File: src/rtl/regfile_wb_ctrl_if.sv
// Purpose: bundles the write-back requester handshakes, the ID scoreboard
//          query/claim signals and the register-file write port.
// Ports:   slave = write-back controller side, master = pipeline/requester side.
interface regfile_wb_ctrl_if #(
    parameter int NREG = 32,
    parameter int AW   = 5,
    parameter int DW   = 32
);
    // ALU result requester
    logic            valid_ALU_i;
    logic [AW-1:0]   addr_ALU_i;
    logic [DW-1:0]   data_ALU_i;
    logic            ready_ALU_o;
    // load/store requester
    logic            valid_LSU_i;
    logic [AW-1:0]   addr_LSU_i;
    logic [DW-1:0]   data_LSU_i;
    logic            ready_LSU_o;
    // ID stage scoreboard claim and hazard query
    logic            claim_ID_i;
    logic [AW-1:0]   claim_addr_ID_i;
    logic [AW-1:0]   raddr1_ID_i;
    logic [AW-1:0]   raddr2_ID_i;
    logic            re1_ID_i;
    logic            re2_ID_i;
    logic            stall_ID_o;
    logic            flush_i;
    // register file write port and debug
    logic            we_REG_o;
    logic [AW-1:0]   waddr_REG_o;
    logic [DW-1:0]   wdata_REG_o;
    logic [NREG-1:0] busy_o;

    modport slave (
        input  valid_ALU_i, addr_ALU_i, data_ALU_i,
        input  valid_LSU_i, addr_LSU_i, data_LSU_i,
        input  claim_ID_i, claim_addr_ID_i, raddr1_ID_i, raddr2_ID_i,
        input  re1_ID_i, re2_ID_i, flush_i,
        output ready_ALU_o, ready_LSU_o, stall_ID_o,
        output we_REG_o, waddr_REG_o, wdata_REG_o, busy_o
    );

    modport master (
        output valid_ALU_i, addr_ALU_i, data_ALU_i,
        output valid_LSU_i, addr_LSU_i, data_LSU_i,
        output claim_ID_i, claim_addr_ID_i, raddr1_ID_i, raddr2_ID_i,
        output re1_ID_i, re2_ID_i, flush_i,
        input  ready_ALU_o, ready_LSU_o, stall_ID_o,
        input  we_REG_o, waddr_REG_o, wdata_REG_o, busy_o
    );
endinterface

File: src/rtl/regfile_wb_ctrl.sv
// Purpose: round-robin arbiter of ALU/LSU write-backs onto the single register
//          file write port, plus a per-register busy scoreboard driving ID stalls.
// Latency: 1 cycle from accepted request to we_REG_o; ready/stall are combinational.
// Backpressure: at most one ready per cycle; the loser holds its request until granted.
// Ports: dclk (clock), rst (async active-low reset), bus (regfile_wb_ctrl_if.slave).
module regfile_wb_ctrl #(
    parameter int NREG = 32,
    parameter int AW   = 5,
    parameter int DW   = 32
) (
    input  logic dclk,
    input  logic rst,
    regfile_wb_ctrl_if.slave bus
);
    // r_ptr: 0 = ALU wins the next contested cycle, 1 = LSU wins
    logic            r_ptr;
    logic            r_we;
    logic [AW-1:0]   r_waddr;
    logic [DW-1:0]   r_wdata;
    logic [NREG-1:0] r_busy;

    logic            w_gnt_alu;
    logic            w_gnt_lsu;
    logic            w_gnt;
    logic            w_contested;
    logic [AW-1:0]   w_gaddr;
    logic [DW-1:0]   w_gdata;
    logic            w_wr;
    logic [NREG-1:0] w_set;
    logic [NREG-1:0] w_clr;
    logic [NREG-1:0] w_busy_nxt;
    logic            w_hit1;
    logic            w_hit2;

    // Grants are masked by reset so no handshake completes while held in reset.
    assign w_gnt_alu   = rst && bus.valid_ALU_i && (!bus.valid_LSU_i || !r_ptr);
    assign w_gnt_lsu   = rst && bus.valid_LSU_i && (!bus.valid_ALU_i ||  r_ptr);
    assign w_gnt       = w_gnt_alu || w_gnt_lsu;
    assign w_contested = rst && bus.valid_ALU_i && bus.valid_LSU_i;
    assign w_gaddr     = w_gnt_lsu ? bus.addr_LSU_i : bus.addr_ALU_i;
    assign w_gdata     = w_gnt_lsu ? bus.data_LSU_i : bus.data_ALU_i;
    // x0 grants complete the handshake but never reach the register file.
    assign w_wr        = w_gnt && (w_gaddr != '0);

    always_comb begin
        w_set = '0;
        w_clr = '0;
        if (bus.claim_ID_i && (bus.claim_addr_ID_i != '0)) begin
            w_set[bus.claim_addr_ID_i] = 1'b1;
        end
        if (w_wr) begin
            w_clr[w_gaddr] = 1'b1;
        end
        // Set is applied after clear so a same-cycle claim keeps the bit busy.
        w_busy_nxt = bus.flush_i ? '0 : ((r_busy & ~w_clr) | w_set);
    end

    // The bit is cleared when the output register loads, but the register file
    // only commits one edge later, so the in-flight write still counts as busy.
    assign w_hit1 = bus.re1_ID_i && (bus.raddr1_ID_i != '0) &&
                    (r_busy[bus.raddr1_ID_i] || (r_we && (r_waddr == bus.raddr1_ID_i)));
    assign w_hit2 = bus.re2_ID_i && (bus.raddr2_ID_i != '0) &&
                    (r_busy[bus.raddr2_ID_i] || (r_we && (r_waddr == bus.raddr2_ID_i)));

    always_ff @(posedge dclk or negedge rst) begin
        if (!rst) begin
            r_ptr   <= 1'b0;
            r_we    <= 1'b0;
            r_waddr <= '0;
            r_wdata <= '0;
            r_busy  <= '0;
        end else begin
            r_we   <= w_wr;
            r_busy <= w_busy_nxt;
            if (w_wr) begin
                r_waddr <= w_gaddr;
                r_wdata <= w_gdata;
            end
            if (w_contested) begin
                r_ptr <= ~r_ptr;
            end
        end
    end

    assign bus.ready_ALU_o = w_gnt_alu;
    assign bus.ready_LSU_o = w_gnt_lsu;
    assign bus.stall_ID_o  = w_hit1 || w_hit2;
    assign bus.we_REG_o    = r_we;
    assign bus.waddr_REG_o = r_waddr;
    assign bus.wdata_REG_o = r_wdata;
    assign bus.busy_o      = r_busy;
endmodule

File: src/flat_wrapper.sv
// flat-port wrapper written by rule: the top's interface ports become plain ports
module regfile_wb_ctrl_flat 
#(
    parameter int NREG = 32,
    parameter int AW   = 5,
    parameter int DW   = 32
)
  (dclk, rst, bus_valid_ALU_i, bus_addr_ALU_i, bus_data_ALU_i, bus_valid_LSU_i, bus_addr_LSU_i, bus_data_LSU_i, bus_claim_ID_i, bus_claim_addr_ID_i, bus_raddr1_ID_i, bus_raddr2_ID_i, bus_re1_ID_i, bus_re2_ID_i, bus_flush_i, bus_ready_ALU_o, bus_ready_LSU_o, bus_stall_ID_o, bus_we_REG_o, bus_waddr_REG_o, bus_wdata_REG_o, bus_busy_o);
  regfile_wb_ctrl_if #(.NREG(NREG), .AW(AW), .DW(DW)) bus_i ();
  input  logic dclk;
  input  logic rst;
  input wire logic [$bits(bus_i.valid_ALU_i)-1:0] bus_valid_ALU_i;
  input wire logic [$bits(bus_i.addr_ALU_i)-1:0] bus_addr_ALU_i;
  input wire logic [$bits(bus_i.data_ALU_i)-1:0] bus_data_ALU_i;
  input wire logic [$bits(bus_i.valid_LSU_i)-1:0] bus_valid_LSU_i;
  input wire logic [$bits(bus_i.addr_LSU_i)-1:0] bus_addr_LSU_i;
  input wire logic [$bits(bus_i.data_LSU_i)-1:0] bus_data_LSU_i;
  input wire logic [$bits(bus_i.claim_ID_i)-1:0] bus_claim_ID_i;
  input wire logic [$bits(bus_i.claim_addr_ID_i)-1:0] bus_claim_addr_ID_i;
  input wire logic [$bits(bus_i.raddr1_ID_i)-1:0] bus_raddr1_ID_i;
  input wire logic [$bits(bus_i.raddr2_ID_i)-1:0] bus_raddr2_ID_i;
  input wire logic [$bits(bus_i.re1_ID_i)-1:0] bus_re1_ID_i;
  input wire logic [$bits(bus_i.re2_ID_i)-1:0] bus_re2_ID_i;
  input wire logic [$bits(bus_i.flush_i)-1:0] bus_flush_i;
  output wire logic [$bits(bus_i.ready_ALU_o)-1:0] bus_ready_ALU_o;
  output wire logic [$bits(bus_i.ready_LSU_o)-1:0] bus_ready_LSU_o;
  output wire logic [$bits(bus_i.stall_ID_o)-1:0] bus_stall_ID_o;
  output wire logic [$bits(bus_i.we_REG_o)-1:0] bus_we_REG_o;
  output wire logic [$bits(bus_i.waddr_REG_o)-1:0] bus_waddr_REG_o;
  output wire logic [$bits(bus_i.wdata_REG_o)-1:0] bus_wdata_REG_o;
  output wire logic [$bits(bus_i.busy_o)-1:0] bus_busy_o;
  assign bus_i.valid_ALU_i = bus_valid_ALU_i;
  assign bus_i.addr_ALU_i = bus_addr_ALU_i;
  assign bus_i.data_ALU_i = bus_data_ALU_i;
  assign bus_i.valid_LSU_i = bus_valid_LSU_i;
  assign bus_i.addr_LSU_i = bus_addr_LSU_i;
  assign bus_i.data_LSU_i = bus_data_LSU_i;
  assign bus_i.claim_ID_i = bus_claim_ID_i;
  assign bus_i.claim_addr_ID_i = bus_claim_addr_ID_i;
  assign bus_i.raddr1_ID_i = bus_raddr1_ID_i;
  assign bus_i.raddr2_ID_i = bus_raddr2_ID_i;
  assign bus_i.re1_ID_i = bus_re1_ID_i;
  assign bus_i.re2_ID_i = bus_re2_ID_i;
  assign bus_i.flush_i = bus_flush_i;
  assign bus_ready_ALU_o = bus_i.ready_ALU_o;
  assign bus_ready_LSU_o = bus_i.ready_LSU_o;
  assign bus_stall_ID_o = bus_i.stall_ID_o;
  assign bus_we_REG_o = bus_i.we_REG_o;
  assign bus_waddr_REG_o = bus_i.waddr_REG_o;
  assign bus_wdata_REG_o = bus_i.wdata_REG_o;
  assign bus_busy_o = bus_i.busy_o;
  regfile_wb_ctrl #(.NREG(NREG), .AW(AW), .DW(DW)) u_core (.dclk(dclk), .rst(rst), .bus(bus_i));
endmodule
File: config.mk
export PLATFORM = sky130hd
export DESIGN_NAME = regfile_wb_ctrl_flat
export DESIGN_NICKNAME = d
export VERILOG_FILES = /design/src/rtl/regfile_wb_ctrl_if.sv /design/src/rtl/regfile_wb_ctrl.sv /design/src/flat_wrapper.sv
export SDC_FILE = /design/constraint.sdc
export NUM_CORES = 1
export LEC_CHECK = 0
export BUFFER_PORTS_ARGS = -buffer_cell sky130_fd_sc_hd__clkbuf_2
export CORE_MARGIN = 4
export CORE_UTILIZATION = 53
export DETAILED_ROUTE_END_ITERATION = 12
export PLACE_DENSITY = 0.92
export SLEW_MARGIN = 40
export SYNTH_ARGS = -nofsm -noshare
export SYNTH_HDL_FRONTEND = slang
export SYNTH_SLANG_ARGS = --single-unit
File: constraint.sdc
create_clock -name dclk -period 6.2 [get_ports dclk]
set_input_delay 1.86 -clock dclk [delete_from_list [all_inputs] [get_ports dclk]]
set_output_delay 1.86 -clock dclk [all_outputs]
set_load 0.01 [all_outputs]
==> metrics.cfg <==
[floorplanning]
pin_count = 170
rows = 32
die_area_um2 = 9800
initial_core_util_pct = 55.6
die_y_um = 99.0
die_x_um = 99.0
core_um2 = 7890

[synthesis]
synth_area_um2 = 4390
synthArstFlopShare_pct = 100
synth_seq_cells = 71
synth_cell_type_count = 44
synth_ff_type = dfrtp_1
synth_edf_count = 0
avgSynthCellArea_um2 = 9.48
synth-seq-area-share_pct = 40.5
synthCells = 463
yosys_warnings = 0
synthesis.nets = 560

[cts]
postCtsSetupRepairBufs = 0
cts_resized = 0
clk_path_buf_depth = 2
clockRootBuffer = clkbuf_8
cts_max_level = 3
cts_tree = done
cts_buffers = 9
clock-sinks = 71
hold_buffers = 0
clk_pin_slew_worst_paths_ns = 0.07
clk_latency_ns = 0.36

[layout]
final_nets = 713
final_cell_mix = clkbuf_2 (168), nand2_1 (134), dfrtp_1 (71)
area_delta_synth_final_pct = 24.8
fillCellCount = 599
fin_util_pct = 69.4
antenna_cells = 0
layout.cells.non_filler = 722
drive_above_1_share_pct = 39.5
layout_commonest_cell = clkbuf_2

[timing]
slew_violations = 0
fin_crit_sh_pct = 92.0
worst_clock_skew_ns = 0.0124
hold_viol = 0
finalSetupTns_ns = 0
rsz0062_at_grt = no
fin_crit_ns = 5.70
fmax_mhz = 175
setup_viol = 0
tightest_slew_ns = 0.861
layout_setup_ws_ns = 0.498
slew_headroom_pct = 42.4

[placed_design]
dp_hpwl_um = 10400
io_buffer_count = 169
routabilityCongestion = 0.937
place_inst = 707
dp_slack_ns = 0.498

[route]
drt-initial-drc-count = 436
post_drt_wl_per_cell_um = 19.3
drt-total-wl_um = 14000
dr.pass1.iters = 5
via_count = 4361
drc = 0
via_per_inst = 6.04
final_antenna_net_count = 0

[pwr]
power_mw = 1.33
power.density_nw_per_um2 = 244
ir_drop_mv = 0.134
leakagePower_nw = 2.71

[critical_path]
crit_type = primary input to output pin
cp-end-kind = output pin
crit_arrival_ns = 3.84
critical-path-slowest-cell = mux4_2
regToRegSetupSlack_ns = 3.34
crit_path_start_kind = primary input
slowest_delay_ns = 0.56
crit_top_cell = clkbuf_2
worstPathCellList = clkbuf_2, mux4_2, mux2_2, a2111oi_0, o32ai_1, clkbuf_2
crit_required_ns = 4.34
cp_max_fo = 11

[global_route]
grt_pass1_vias = 4372
grt_pass1_wl_um = 21800
use_met1_pct = 34.1
busiest_layer = met2
use_met2_pct = 46.6
grt_max_degree = 80
grt_util_met3_pct = 6.79
grt_overflow_total = 0
antenna_found_initial = 0
grtUsageTotal_pct = 27.9

[run]
maxCapViolations = 0

[min_path]
hold_class = flop to flop

[run_status]
status = finished, final reports clean

-- registers in the layout (all words and copies together) (netlist names) --
signal                  count
u_core.r_ptr                1
u_core.bus.we_REG_o         1
u_core.bus.waddr_REG_o      5
u_core.bus.busy_o          32
u_core.bus.wdata_REG_o     32
-- worst paths after layout --
| check | from | to | depth (start not counted) |
|---|---|---|---|
| min reg2reg | u_core.bus.wdata_REG_o[12] | u_core.bus.wdata_REG_o[12] | 1 |
| min | u_core.bus.wdata_REG_o[12] | u_core.bus.wdata_REG_o[12] | 1 |
| max in group asynchronous | rst | u_core.bus.wdata_REG_o[24] | 2 |
| min in group asynchronous | rst | u_core.bus.wdata_REG_o[21] | 2 |
| max reg2reg | u_core.r_ptr | u_core.bus.wdata_REG_o[16] | 5 |
| max | bus_raddr2_ID_i[0] | bus_stall_ID_o | 6 |
-- layer usage --
| metal | vias up | routed length (um) |
|---|---|---|
| li1 | 1947 | - |
| met1 | 2088 | 5060 |
| met2 | 281 | 7010 |
| met3 | 45 | 1420 |
| met4 | 0 | 490 |
| met5 | - | 0 |
-- cell families (layout without fill, tap and decap cells) --
| family | count (synthesis) | after routing | synth area share, % |
|---|---|---|---|
| muxes | 63 | 63 | 21.5 |
| xor gates and xnor gates | 10 | 10 | 2.00 |
| AOI/OAI and AO/OA | 89 | 89 | 13.1 |
| DFF | 71 | 71 | 40.5 |
| buffers and inverters | 40 | 197 | 4.08 |
| and+or+nand+nor | 190 | 190 | 18.8 |
-- critical path, delay by kind of cell --
family / cells / cell delay (ns)
AO/OA/AOI/OAI: 2 / 0.65
multiplexers: 2 / 0.86
buffers and inverters: 2 / 0.47
-- power by group --
group | leakage, nW | internal [mW] | total (mW) | switching (mW)
clock network | 0.105 | 0.223 | 0.407 | 0.184
registers | 0.909 | 0.519 | 0.561 | 0.0417
logic | 1.69 | 0.168 | 0.366 | 0.198
-- final cells by class --
class / instances / area [um2] / share of cell area (%)
clock buffer: 9 / 124 / 2.26
sequential: 71 / 1780 / 32.4
multi-input combinational: 352 / 2450 / 44.7
tap: 102 / 128 / 2.33
clock inverter: 6 / 86.3 / 1.58
timing repair buffer: 172 / 875 / 16.0
inverter: 10 / 37.5 / 0.685
-- per-stage QoR --
stage / hold WS, ns / instance area, um2
after CTS: 0.512 / 5470
after detailed placement: 0.495 / 5260
after global routing: 0.530 / 5480
after floorplan: 0.487 / 4390
final: 0.509 / 5480
after global placement: 0.489 / 5250
-- synthesized netlist by cell type, types with 2 or more instances --
cell type | number | area [um2]
a21oi_1 | 32 | 160
a311oi_1 | 4 | 35.0
a31oi_1 | 4 | 25.0
buf_1 | 3 | 11.3
buf_2 | 5 | 25.0
buf_6 | 3 | 33.8
clkbuf_1 | 19 | 71.3
dfrtp_1 | 71 | 1780
inv_1 | 9 | 33.8
mux2_2 | 17 | 191
mux2_4 | 21 | 315
mux2i_1 | 10 | 100
mux4_2 | 15 | 338
nand2_1 | 134 | 503
nand2b_1 | 4 | 25.0
nand3_1 | 5 | 25.0
nor2_1 | 19 | 71.3
nor2b_1 | 8 | 50.1
nor3_1 | 6 | 30.0
nor4_1 | 3 | 18.8
nor4b_1 | 4 | 35.0
o21ai_0 | 2 | 10.0
o21ai_1 | 4 | 20.0
o22ai_1 | 3 | 18.8
o31ai_1 | 31 | 233
xnor2_1 | 9 | 78.8
No activity file was read; power rests on OpenSTA's default activity.
